==> src/rtl/logit_fast.sv <==
// logit_fast: streaming inverse of the shift-based es=0 posit sigmoid.
// Maps y in (0,1) to x = {~y[N-3], y[N-4:0], 2'b00} through a two-stage
// valid/ready pipeline, flags out-of-domain inputs and counts them.
// Ports:
//   clk_i, rst_n_i         clock, synchronous active-low reset
//   posit_i/valid_i/ready_o  input stream (sigmoid-domain posit y)
//   posit_o/valid_o/ready_i  output stream (pre-activation posit x)
//   err_o                  sideband with posit_o: input was out of domain
//   err_cnt_o/err_clr_i    saturating domain-error count and its clear
module logit_fast #(
  parameter int unsigned POSIT_WIDTH = 16,
  parameter int unsigned CNT_WIDTH   = 16
) (
  input  logic                   clk_i,
  input  logic                   rst_n_i,
  input  logic [POSIT_WIDTH-1:0] posit_i,
  input  logic                   valid_i,
  output logic                   ready_o,
  output logic [POSIT_WIDTH-1:0] posit_o,
  output logic                   valid_o,
  input  logic                   ready_i,
  output logic                   err_o,
  output logic [CNT_WIDTH-1:0]   err_cnt_o,
  input  logic                   err_clr_i
);

  localparam int unsigned N = POSIT_WIDTH;
  localparam logic [N-1:0] NAR = {1'b1, {(N-1){1'b0}}};
  localparam logic [CNT_WIDTH-1:0] CNT_MAX = {CNT_WIDTH{1'b1}};

  // Stage 1: raw input plus class
  logic         s1_valid_q, s1_valid_d;
  logic [N-1:0] s1_y_q, s1_y_d;
  logic         s1_nar_q, s1_nar_d;
  logic         s1_err_q, s1_err_d;

  // Stage 2: result
  logic         s2_valid_q, s2_valid_d;
  logic [N-1:0] s2_x_q, s2_x_d;
  logic         s2_err_q, s2_err_d;

  logic [CNT_WIDTH-1:0] cnt_q, cnt_d;

  logic s1_load, s2_load, accept;
  logic in_nar, in_err;

  // Handshake: each stage loads when it is empty or its successor drains it
  always_comb begin
    s2_load = ~s2_valid_q | ready_i;
    s1_load = ~s1_valid_q | s2_load;
    accept  = valid_i & s1_load;
  end

  // Input classification; zero needs no special case (formula yields NaR)
  always_comb begin
    in_nar = (posit_i == NAR);
    in_err = (posit_i[N-1:N-2] != 2'b00) & ~in_nar;
  end

  // Next-state for both stages
  always_comb begin
    s1_valid_d = s1_valid_q;
    s1_y_d     = s1_y_q;
    s1_nar_d   = s1_nar_q;
    s1_err_d   = s1_err_q;
    s2_valid_d = s2_valid_q;
    s2_x_d     = s2_x_q;
    s2_err_d   = s2_err_q;

    if (s1_load) begin
      s1_valid_d = valid_i;
      if (valid_i) begin
        s1_y_d   = posit_i;
        s1_nar_d = in_nar;
        s1_err_d = in_err;
      end
    end

    if (s2_load) begin
      s2_valid_d = s1_valid_q;
      if (s1_valid_q) begin
        s2_err_d = s1_err_q;
        if (s1_nar_q || s1_err_q) begin
          s2_x_d = NAR;
        end else begin
          s2_x_d = {~s1_y_q[N-3], s1_y_q[N-4:0], 2'b00};
        end
      end
    end
  end

  // Error counter: clear first, then count the word accepted this cycle
  always_comb begin
    cnt_d = cnt_q;
    if (err_clr_i) begin
      cnt_d = (accept && in_err) ? CNT_WIDTH'(1) : '0;
    end else if (accept && in_err && (cnt_q != CNT_MAX)) begin
      cnt_d = cnt_q + CNT_WIDTH'(1);
    end
  end

  always_ff @(posedge clk_i) begin
    if (!rst_n_i) begin
      s1_valid_q <= 1'b0;
      s1_y_q     <= '0;
      s1_nar_q   <= 1'b0;
      s1_err_q   <= 1'b0;
      s2_valid_q <= 1'b0;
      s2_x_q     <= '0;
      s2_err_q   <= 1'b0;
      cnt_q      <= '0;
    end else begin
      s1_valid_q <= s1_valid_d;
      s1_y_q     <= s1_y_d;
      s1_nar_q   <= s1_nar_d;
      s1_err_q   <= s1_err_d;
      s2_valid_q <= s2_valid_d;
      s2_x_q     <= s2_x_d;
      s2_err_q   <= s2_err_d;
      cnt_q      <= cnt_d;
    end
  end

  always_comb begin
    ready_o   = s1_load;
    valid_o   = s2_valid_q;
    posit_o   = s2_x_q;
    err_o     = s2_err_q;
    err_cnt_o = cnt_q;
  end

endmodule
==> config.mk <==
export PLATFORM = sky130hd
export DESIGN_NAME = logit_fast
export DESIGN_NICKNAME = d
export VERILOG_FILES = /design/src/rtl/logit_fast.sv
export SDC_FILE = /design/constraint.sdc
export NUM_CORES = 1
export LEC_CHECK = 0
export ABC_AREA = 1
export ABC_CLOCK_PERIOD_IN_PS = 1600
export BUFFER_PORTS_ARGS = -buffer_cell sky130_fd_sc_hd__buf_2
export CAP_MARGIN = 0
export CORE_MARGIN = 4
export CORE_UTILIZATION = 48
export DETAILED_ROUTE_END_ITERATION = 8
export PLACE_DENSITY = 0.81
export SYNTH_ARGS = -nofsm -noshare
export SYNTH_HDL_FRONTEND = slang
export SYNTH_SLANG_ARGS = --single-unit
==> constraint.sdc <==
create_clock -name clk_i -period 1.6 [get_ports clk_i]
set_input_delay 0.24 -clock clk_i [delete_from_list [all_inputs] [get_ports clk_i]]
set_output_delay 0.24 -clock clk_i [all_outputs]
set_load 0.01 [all_outputs]
### Word-level counts from Yosys, hierarchy flattened

Cells that the tools add are included.

| word-level totals | value |
|---|---|
| register bits after elaboration | 51 |
| input port bits | 21 |
| output and inout bits | 35 |
| word-level logic and storage cells | 30 |

| cells by class | value |
|---|---|
| add/subtract/negate cells | 1 |
| equality and inequality tests | 2 |
| muxes and demuxes | 4 |
| bitwise logic cells | 8 |
| reductions and logical operators | 7 |

Operators with widths:

| cell | number |
|---|---|
| 16-bit two-way mux | 3 |
| 16-bit by 1-bit adder with 16-bit output, second input constant | 1 |
| 16-bit == test, second input constant | 1 |
| 16-bit inequality test, second input constant | 1 |
| 1-bit inverter | 4 |
| 2-bit AND reduction | 2 |
| 2-bit nonzero test | 2 |
| 1-bit bitwise AND | 2 |
| 1-bit logical AND | 2 |
| 1-bit OR | 2 |
| 1-bit logical OR | 1 |
| 1-bit two-way mux | 1 |

### Longest topological paths before layout

Gate-level depths: netlist (run 1).

| logic depth | value |
|---|---|
| word-level depth | 8 |
| mapped depth | 11 |
| gate-level depth less buffers | 11 |

### Worst setup path after synthesis (run 1)

Ideal clock, no wire load.

| timing | value |
|---|---|
| kind | register to register |
| from | register cnt_q[0], in the netlist err_cnt_o[0] |
| to | register cnt_q[10], in the netlist err_cnt_o[10] |
| library setup time | 0.132 ns |
| arrival time | 1.527 ns |
| data required time | 1.468 ns |
| path slack | -0.059 ns |
| stages on the path, launching flop included | 12 |
| path buffers | 1 |
| period minus slack after synthesis | 1.659 ns |
| cells stage by stage | dfxtp_1 > ha_1 > nand2_2 > nor2_4 > nand2_2 > inv_2 > nand2_2 > nand3_4 > nand2_2 > buf_6 > nand2_1 > a21oi_1 |

| between the ends | value |
|---|---|
| cells in the longest elaborated chain, start to end | 3 |
| elaborated cells between the ends (all ways) | 6 |
| those cells by class | 1 x add/sub; 1 x eq/ne; 2 x mux; 2 x reduce/logical |

Ends and longest elaborated chain:

| element | line | source |
|---|---|---|
| start: declaration | 42 | `logic [CNT_WIDTH-1:0] cnt_q, cnt_d;` |
| start signal: assignment | 120 | `cnt_q <= cnt_d;` |
| 16-bit by 1-bit adder with 16-bit output / 16-bit inequality test (equally long branches) | 98, 97 |  |
| 16-bit two-way mux / 1-bit logical AND (equally long branches) | 97 | `end else if (accept && in_err && (cnt_q != CNT_MAX)) begin` |
| 16-bit two-way mux / 2-bit nonzero test (equally long branches) | n/a |  |

Several ways; a longest one is shown, not always the timed one. The select of a mux whose other input is x is not followed.
A chain may end at the register's enable or synchronous reset.

### Worst setup path in the final report (run 1)

| timing | value |
|---|---|
| from | register cnt_q[1], in the netlist err_cnt_o[1] |
| to | register cnt_q[7], in the netlist err_cnt_o[7] |

The elaborated chain is that of the path after synthesis.

==> impl_metrics.toml, run 1 <==
[run_status]
status = "finished, final reports clean"

[synth]
synthCells = 351
synthTopCellsByCount = "76 x nand2_1, 73 x nor2_1, 49 x dfxtp_1"
synth_most_common_cell = "nand2_1"
yosys_warnings = 0
ys_types = 28
synth.largest_area_cell = "dfxtp_1"
synth_edf_count = 0
ys_async_sr_fraction_pct = 0
ys.flop_type = "dfxtp_1"
syn_area_um2 = 2350
synthTopCellsByArea = "dfxtp_1 42%, nand2_1 12%, nor2_1 12%, nand3_1 8.7%, a21oi_1 5.7%"
ys_seq_elements = 49
syn_area_per_cell_um2 = 6.70
ys_seq_area_share_pct = 41.7
synth_top_area_share_pct = 41.7

[cts]
cts_tree = "done"
worstSkewPairLatency_ns = 0.30
holdBufCountCts = 0
cts_sinks = 49
clk_pin_slew_ns = 0.09
clk_path_buf_depth = 2
htree_num_levels = 2
clockRootBuffer = "clkbuf_8"
cts_buffers = 5

[worst_setup_path]
cpMostUsedCell = "nand2_2"
cp_cell_sequence = "ha_4 -> nand2_2 -> nor2_4 -> nand2_2 -> inv_2 -> nand2_2 -> nand3_4 -> buf_6 -> nand3_1 -> a21oi_1"
cp-start-kind = "flip-flop"
crit_required_ns = 1.83
critPathCaptureType = "flip-flop"
crit_fanout = 8
crit_family = "simple AND/OR/NAND/NOR gates"
timing.critical_path.buf_inv = 2
critPathKind = "reg -> reg"
cp_slowest_cell = "dfxtp_2"
cp.arrival_ns = 1.74
max_stage_delay_ns = 0.37

[placed_design]
dp_slack_ns = 0.0495
dp_hpwl_um = 4370
io_buffers = 53
routabilityCongestion = 0.969

[global_route]
grt_max_degree = 24
grt.total_usage_pct = 20.1
grt_pass1_wl_um = 9940
globalRoute.totalOverflow = 0
antenna_found_initial = 0
grt_pass1_vias = 2285

[layout]
antennaDiodeCount = 0
post-route-util_pct = 61.8
area_delta_synth_final_pct = 24.1
final_nets = 442
layout-drive-gt1-share_pct = 24.0

[drt]
drt.antenna.violating_nets = 0
firstDrtPassIters = 5
wl_per_cell_um = 11.8
drt-total-wl_um = 5750
drc = 0
vias = 2447
first_iter_violations = 121
vias_per_cell = 5.01

[floorplanning]
chipWidth_um = 78.0
coreArea_um2 = 4720
die_y_um = 78.0
rows = 25
start_util_pct = 49.8
dieArea_um2 = 6080
io_pins = 56

[min_path]
worstHoldPathType = "in -> reg"

[timing]
fin_skew_ns = 0.00561
setup_slack_ns = 0.0928
period_share_pct = 94.2
setup_tns_ns = 0
finalCriticalPeriod_ns = 1.51
hold_viol = 0
fmax_mhz = 663
setup_viol = 0
drv_slew = 0

[job]
cap_violations = 0

[power_and_ir_drop]
p_per_area_nw_per_um2 = 812
power.leakage_nw = 1.30
total_power_mw = 2.37
peakVddDrop_mv = 0.679
==> cell families after synthesis <==
kind of cell | Yosys count | synth area share [%]
simple gates | 209 | 38.5
xor+xnor | 5 | 1.86
fa+ha+maj | 1 | 0.532
other cells | 1 | 0.159
buf+inv | 39 | 7.23
compound gates | 47 | 10.1
flops | 49 | 41.7
==> final cells by class <==
| class | count | area, um2 |
|---|---|---|
| flip-flops and latches | 49 | 983 |
| inverters | 23 | 86.3 |
| repair buffers | 77 | 453 |
| clock inverters | 3 | 21.3 |
| multi-input cells | 264 | 1220 |
| well taps | 67 | 83.8 |
| clock buffers | 5 | 68.8 |
| fillers | 452 | 1800 |
==> report_power, final <==
group          total [mW]  leakage (nW)  internal (mW)  switching [mW]
clock network       0.740        0.0445          0.311           0.430
registers            1.31         0.402           1.27          0.0324
logic               0.323         0.857          0.128           0.195
total                2.37          1.30           1.71           0.657
==> layout by cell type (no fill, tap or decap), drive strengths merged, types with 5 or more instances in the layout <==
cell     n
nand2   81
nand3   43
clkbuf   5
buf     77
inv     23
a21oi   27
o21ai   19
nor2    76
nand4    7
dfxtp   49
==> worst register-to-register path: stages, from the launching register on <==
cell	delay, ns
dfxtp_2	0.37
ha_4	0.16
nand2_2	0.08
nor2_4	0.16
nand2_2	0.09
inv_2	0.06
nand2_2	0.06
nand3_4	0.11
buf_6	0.15
nand3_1	0.07
a21oi_1	0.14
==> sequential cells by signal, summed over array words and instances, names as in the netlist <==
| register | count |
|---|---|
| err_cnt_o | 16 |
| posit_o | 14 |
| s1_y_q | 14 |
| err_o | 1 |
| s1_err_q | 1 |
| s1_nar_q | 1 |
| s1_valid_q | 1 |
| valid_o | 1 |
==> path summary, 6_finish.rpt <==
kind	start	to	slack (ns)	cells past startpoint
worst max-delay path	err_cnt_o[1]	err_cnt_o[7]	0.09	10
worst min-delay path	posit_i[4]	s1_y_q[4]	0.19	3
worst max register to register	err_cnt_o[1]	err_cnt_o[7]	0.09	10
worst min register to register	s1_y_q[13]	posit_o[15]	0.45	1
==> metrics by stage <==
stage                     hold slack, ns  cell area, um2  cells
after CTS                          0.180            2890    487
final                              0.193            2920    488
after global placement             0.420            2800    479
after global routing               0.192            2920    488
after floorplan                    0.371            2360    352
after detailed placement           0.432            2800    479
==> per-layer routing <==
metal  track usage (%)  share of wire (%)
met5                 0                  0
met2              35.8                 49
met3              3.94                7.2
met1              23.8                 43
met4              7.34                1.5
==> timing repair <==
action | in CTS | in global routing
hold endpoints to repair | 0 | 0
setup endpoints to repair | 0 | 15
buffers inserted | 0 | 1
resized for setup | 0 | 4
(Power assumes the default switching activity.)
==> inputs of run 2 (changes only) <==
--- a/config.mk
+++ b/config.mk
@@ -9,6 +9,7 @@
 export ABC_CLOCK_PERIOD_IN_PS = 1600
 export BUFFER_PORTS_ARGS = -buffer_cell sky130_fd_sc_hd__buf_2
 export CAP_MARGIN = 0
+export CORE_ASPECT_RATIO = 1.25
 export CORE_MARGIN = 4
 export CORE_UTILIZATION = 48
 export DETAILED_ROUTE_END_ITERATION = 8
==> impl_metrics.toml, run 2 (same netlist as run 1, synthesis figures left out) <==
[placed_design]
dpl_cell_area_um2 = 2780
routabilityCongestion = 0.940
place_inst = 471
dp_hpwl_um = 4530
io_buffers = 53
dp_slack_ns = 0.121

[cts]
cts_buffers = 5
clk_pin_slew_ns = 0.08
clk_path_buf_depth = 2
holdBufCountCts = 0
worstSkewPairLatency_ns = 0.30
htree_num_levels = 2
cts_sinks = 49
clockRootBuffer = "clkbuf_8"
cts_tree = "done"

[layout]
fill_cells = 451
layout_commonest_cell = "nand2_1"
post-route-util_pct = 61.4
final-seq-area_um2 = 983
multi_input_area_um2 = 1210
antennaDiodeCount = 0
design_area_um2 = 2910
area_delta_synth_final_pct = 23.5
fin_cells = 479
layout-drive-gt1-share_pct = 23.9
largest_register_ffs = 16
final_cell_mix = "76 x nand2_1, 72 x nor2_1, 53 x buf_2, 47 x dfxtp_1, 41 x nand3_1"
final_nets = 441

[timing]
setup_slack_ns = 0.121
drv_slew = 0
fmax_mhz = 676
fin_skew_ns = 0.00477
setup_viol = 0
hold_viol = 0
finalCriticalPeriod_ns = 1.48
period_share_pct = 92.4

[drt]
firstDrtPassIters = 4
vias_per_cell = 5.24
first_iter_violations = 175
drt-total-wl_um = 6060
drc = 0
vias = 2510
drt.antenna.violating_nets = 0
wl_per_cell_um = 12.7

[global_route]
globalRoute.totalOverflow = 0
antenna_found_initial = 0
grt.total_usage_pct = 20.8
grt_max_degree = 24
grt_pass1_vias = 2418
grt_pass1_wl_um = 10300

[worst_setup_path]
cp-start-kind = "flip-flop"
max_stage_delay_ns = 0.34
ff2ff_setup_slack_ns = 0.12
crit_required_ns = 1.82
crit_fanout = 7
cp_cell_sequence = "ha_2 -> nand2_2 -> nor2_4 -> nand2_2 -> inv_2 -> nand2_2 -> nand3_4 -> buf_4 -> nand3_1 -> a21oi_1"
critPathCaptureType = "flip-flop"
cpMostUsedCell = "nand2_2"
worstRegToRegCells = 10
cp.arrival_ns = 1.70
critPathKind = "reg -> reg"
cp_slowest_cell = "dfxtp_2"

[run_status]
status = "finished, final reports clean"

[min_path]
worstHoldPathType = "in -> reg"
hold-path-cell-count = 3

[power_and_ir_drop]
peakVddDrop_mv = 0.709
power.leakage_nw = 1.31
total_power_mw = 2.46
p_per_area_nw_per_um2 = 848

[floorplanning]
start_util_pct = 49.7
io_pins = 56
dieArea_um2 = 6090
coreArea_um2 = 4730
rows = 28
die_y_um = 86.3
chipWidth_um = 70.6

[job]
cap_violations = 0
## run 2: cell count changes in the layout (fill, tap and decap cells not counted), sizes merged
cell,delta
inv,-1
clkinvlp,-1
buf,-1
bufinv,+1
## run 2: area by class of cell
type / count / share of cell area, %
inverter: 23 / 2.97
tap: 60 / 2.58
sequential: 49 / 33.9
clock inverter: 2 / 1.21
timing repair buffer: 76 / 15.2
clock buffer: 5 / 2.37
multi-input combinational: 264 / 41.8
## run 2: per-layer routing
layer / track usage (%) / vias to the layer above / routed length (um)
li1: - / 1255 / -
met1: 23.3 / 1140 / 2450
met2: 37.2 / 98 / 2970
met3: 4.64 / 17 / 445
met4: 9.74 / 0 / 197
met5: 0 / - / 0
## run 2: power breakdown
part | total [mW] | internal, mW | switching, mW | leakage [nW]
clock | 0.843 | 0.454 | 0.389 | 0.0540
sequential | 1.31 | 1.27 | 0.0340 | 0.402
combinational | 0.311 | 0.118 | 0.193 | 0.852
total | 2.46 | 1.85 | 0.616 | 1.31
## run 2: worst paths after layout
path,start,endpoint
max,err_cnt_o[1],err_cnt_o[0]
min,posit_i[11],s1_y_q[11]
max reg2reg,err_cnt_o[1],err_cnt_o[0]
min reg2reg,s1_y_q[13],posit_o[15]
## run 2: worst max-delay path: cells and delay by family (launching register included)
kind            cells  cell delay, ns
buf+inv             2            0.21
compound gates      1            0.15
simple gates        6            0.52
fa+ha+maj           1            0.18
flops               1            0.34
## run 2: what timing repair did
item                       in CTS  in global routing
gates resized for setup         0                  3
setup endpoints to repair       0                 13
setup buffers                   0                  1
## run 2: through the flow
stage | hold slack [ns] | TNS (ns)
final | 0.203 | 0
after global routing | 0.202 | -0.00258
after CTS | 0.197 | 0
after detailed placement | 0.441 | 0
after global placement | 0.425 | 0
after floorplan | 0.371 | 0
==> inputs of run 3 (changes only) <==
--- a/config.mk
+++ b/config.mk
@@ -6,14 +6,14 @@
 export NUM_CORES = 1
 export LEC_CHECK = 0
 export ABC_AREA = 1
-export ABC_CLOCK_PERIOD_IN_PS = 1600
+export ABC_CLOCK_PERIOD_IN_PS = 1850
 export BUFFER_PORTS_ARGS = -buffer_cell sky130_fd_sc_hd__buf_2
 export CAP_MARGIN = 0
 export CORE_ASPECT_RATIO = 1.25
 export CORE_MARGIN = 4
-export CORE_UTILIZATION = 48
+export CORE_UTILIZATION = 57
 export DETAILED_ROUTE_END_ITERATION = 8
-export PLACE_DENSITY = 0.81
+export PLACE_DENSITY = 0.9
 export SYNTH_ARGS = -nofsm -noshare
 export SYNTH_HDL_FRONTEND = slang
 export SYNTH_SLANG_ARGS = --single-unit
==> constraint.sdc (replaced) <==
create_clock -name clk_i -period 1.85 [get_ports clk_i]
set_input_delay 0.2775 -clock clk_i [delete_from_list [all_inputs] [get_ports clk_i]]
set_output_delay 0.2775 -clock clk_i [all_outputs]
set_load 0.01 [all_outputs]
==> impl_metrics.toml, run 3 (same netlist as run 1, synthesis figures left out) <==
[worst_setup_path]
crit_required_ns = 2.08
cp.arrival_ns = 1.86
worstRegToRegCells = 10
cp-start-kind = "flip-flop"
crit_fanout = 11
ff2ff_setup_slack_ns = 0.22
critPathKind = "reg -> reg"
reg2reg_to = "err_cnt_o[12]"
r2r_start = "err_cnt_o[0]"
critPathCaptureType = "flip-flop"

[power_and_ir_drop]
power.share.switching_pct = 25.2
clkPwrFrac_pct = 36.4
peakVddDrop_mv = 0.603
power.leakage_nw = 1.24
p_sw_mw = 0.550
seq_power_share_pct = 51.9
p_int_mw = 1.64
p_comb_share_pct = 11.8
p_per_area_nw_per_um2 = 779

[placed_design]
routabilityCongestion = 0.913
io_buffers = 53
place_inst = 453
dpl_cell_area_um2 = 2680
dp_hpwl_um = 4330

[drt]
first_iter_violations = 194
vias = 2490
drt.antenna.violating_nets = 0
vias_per_cell = 5.40
wl_per_cell_um = 12.7
drt-total-wl_um = 5840
firstDrtPassIters = 5
drc = 0

[global_route]
globalRoute.totalOverflow = 0
grt_pass1_wl_um = 10100
grt_pass1_vias = 2324
grt_max_degree = 24
grt.total_usage_pct = 24.1
antenna_found_initial = 0

[timing]
rsz0062_at_grt = "false"
fin_skew_ns = 0.00867
setup_tns_ns = 0
finalCriticalPeriod_ns = 1.63
fmax_mhz = 613
hold_viol = 0
period_share_pct = 88.2
setup_viol = 0
whs_ns = 0.238
drv_slew = 0

[job]
cap_violations = 0

[cts]
worstSkewPairLatency_ns = 0.30
cts_buffers = 5
cts_tree = "done"
cts_setup_buffers = 0
clockRootBuffer = "clkbuf_8"
htree_num_levels = 2
cts_sinks = 49
clk_path_buf_depth = 2
clk_pin_slew_ns = 0.09

[layout]
layout-drive-gt1-share_pct = 20.6
design_area_um2 = 2810
antennaDiodeCount = 0
largest_register_ffs = 16
post-route-util_pct = 72.3
fin_cells = 461
final_cell_mix = "76 x nand2_1, 73 x nor2_1, 53 x buf_2, 49 x dfxtp_1, 41 x nand3_1"
area_delta_synth_final_pct = 19.3
layout_commonest_cell = "nand2_1"
final_nets = 428

[floorplanning]
coreArea_um2 = 3880
dieArea_um2 = 5220
chipWidth_um = 65.5
die_y_um = 79.8
io_pins = 56
start_util_pct = 60.6
rows = 25

[min_path]
worstHoldStart = "posit_i[2]"
hold-path-cell-count = 3
min_to = "s1_y_q[2]"
worstHoldPathType = "in -> reg"

[run_status]
status = "finished, final reports clean"
[run 3: cell count changes in the layout (fill, tap and decap cells not counted), sizes merged]
cell,delta
buf,-13
clkbuf,+1
clkinv,-1
clkinvlp,+1
[run 3: routing by layer]
metal  up-vias  GRT usage [%]  routed length [um]
li1       1242              -                   -
met1      1130           29.5                2320
met2       110           42.8                3070
met3         8           3.94                 403
met4         0           7.26                  56
met5         -              0                   0
[run 3: metrics by stage]
| stage | power (mW) | setup slack [ns] |
|---|---|---|
| after global placement | 1.40 | 0.269 |
| after detailed placement | 1.41 | 0.208 |
| final | 2.19 | 0.217 |
| after CTS | 2.18 | 0.181 |
| after floorplan | 1.32 | 0.191 |
| after global routing | 2.28 | 0.0462 |
[run 3: cell type report]
| cell class | count | area [um2] |
|---|---|---|
| Tap cell | 54 | 67.6 |
| Multi-Input combinational cell | 264 | 1210 |
| Fill cell | 371 | 1070 |
| Timing Repair Buffer | 63 | 340 |
| Inverter | 23 | 86.3 |
| Clock inverter | 2 | 37.5 |
| Sequential cell | 49 | 981 |
| Clock buffer | 6 | 82.6 |
[run 3: critical path: stages, from the launching register on]
cell and delay [ns]:
dfxtp_1 0.34, ha_1 0.25, nand2_2 0.10, nor2_4 0.15, nand2_2 0.08, inv_2 0.06
nand2_2 0.06, nand3_4 0.13, buf_4 0.19, nand3_1 0.07, a21oi_1 0.14
[run 3: power by group through the flow]
stage	Sequential [mW]	Clock [mW]	Combinational (mW)
floorplan	1.16	0	0.155
global placement	1.16	0	0.246
detailed placement	1.16	0	0.253
CTS	1.13	0.792	0.256
global route	1.14	0.846	0.291
finish	1.13	0.795	0.257
[run 3: worst max-delay path by stage]
stage                       startpoint       endpoint
after global placement    err_cnt_o[0]  err_cnt_o[13]
after global routing      err_cnt_o[1]  err_cnt_o[12]
after floorplan           err_cnt_o[0]  err_cnt_o[10]
after detailed placement  err_cnt_o[0]  err_cnt_o[13]
after CTS                 err_cnt_o[0]  err_cnt_o[15]
final                     err_cnt_o[0]  err_cnt_o[12]
[run 3: timing repair]
action	4_1_cts	5_1_grt
hold buffers	0	0
endpoints found under the setup margin	0	2
endpoints found under the hold margin	0	0
gates resized for setup	0	1
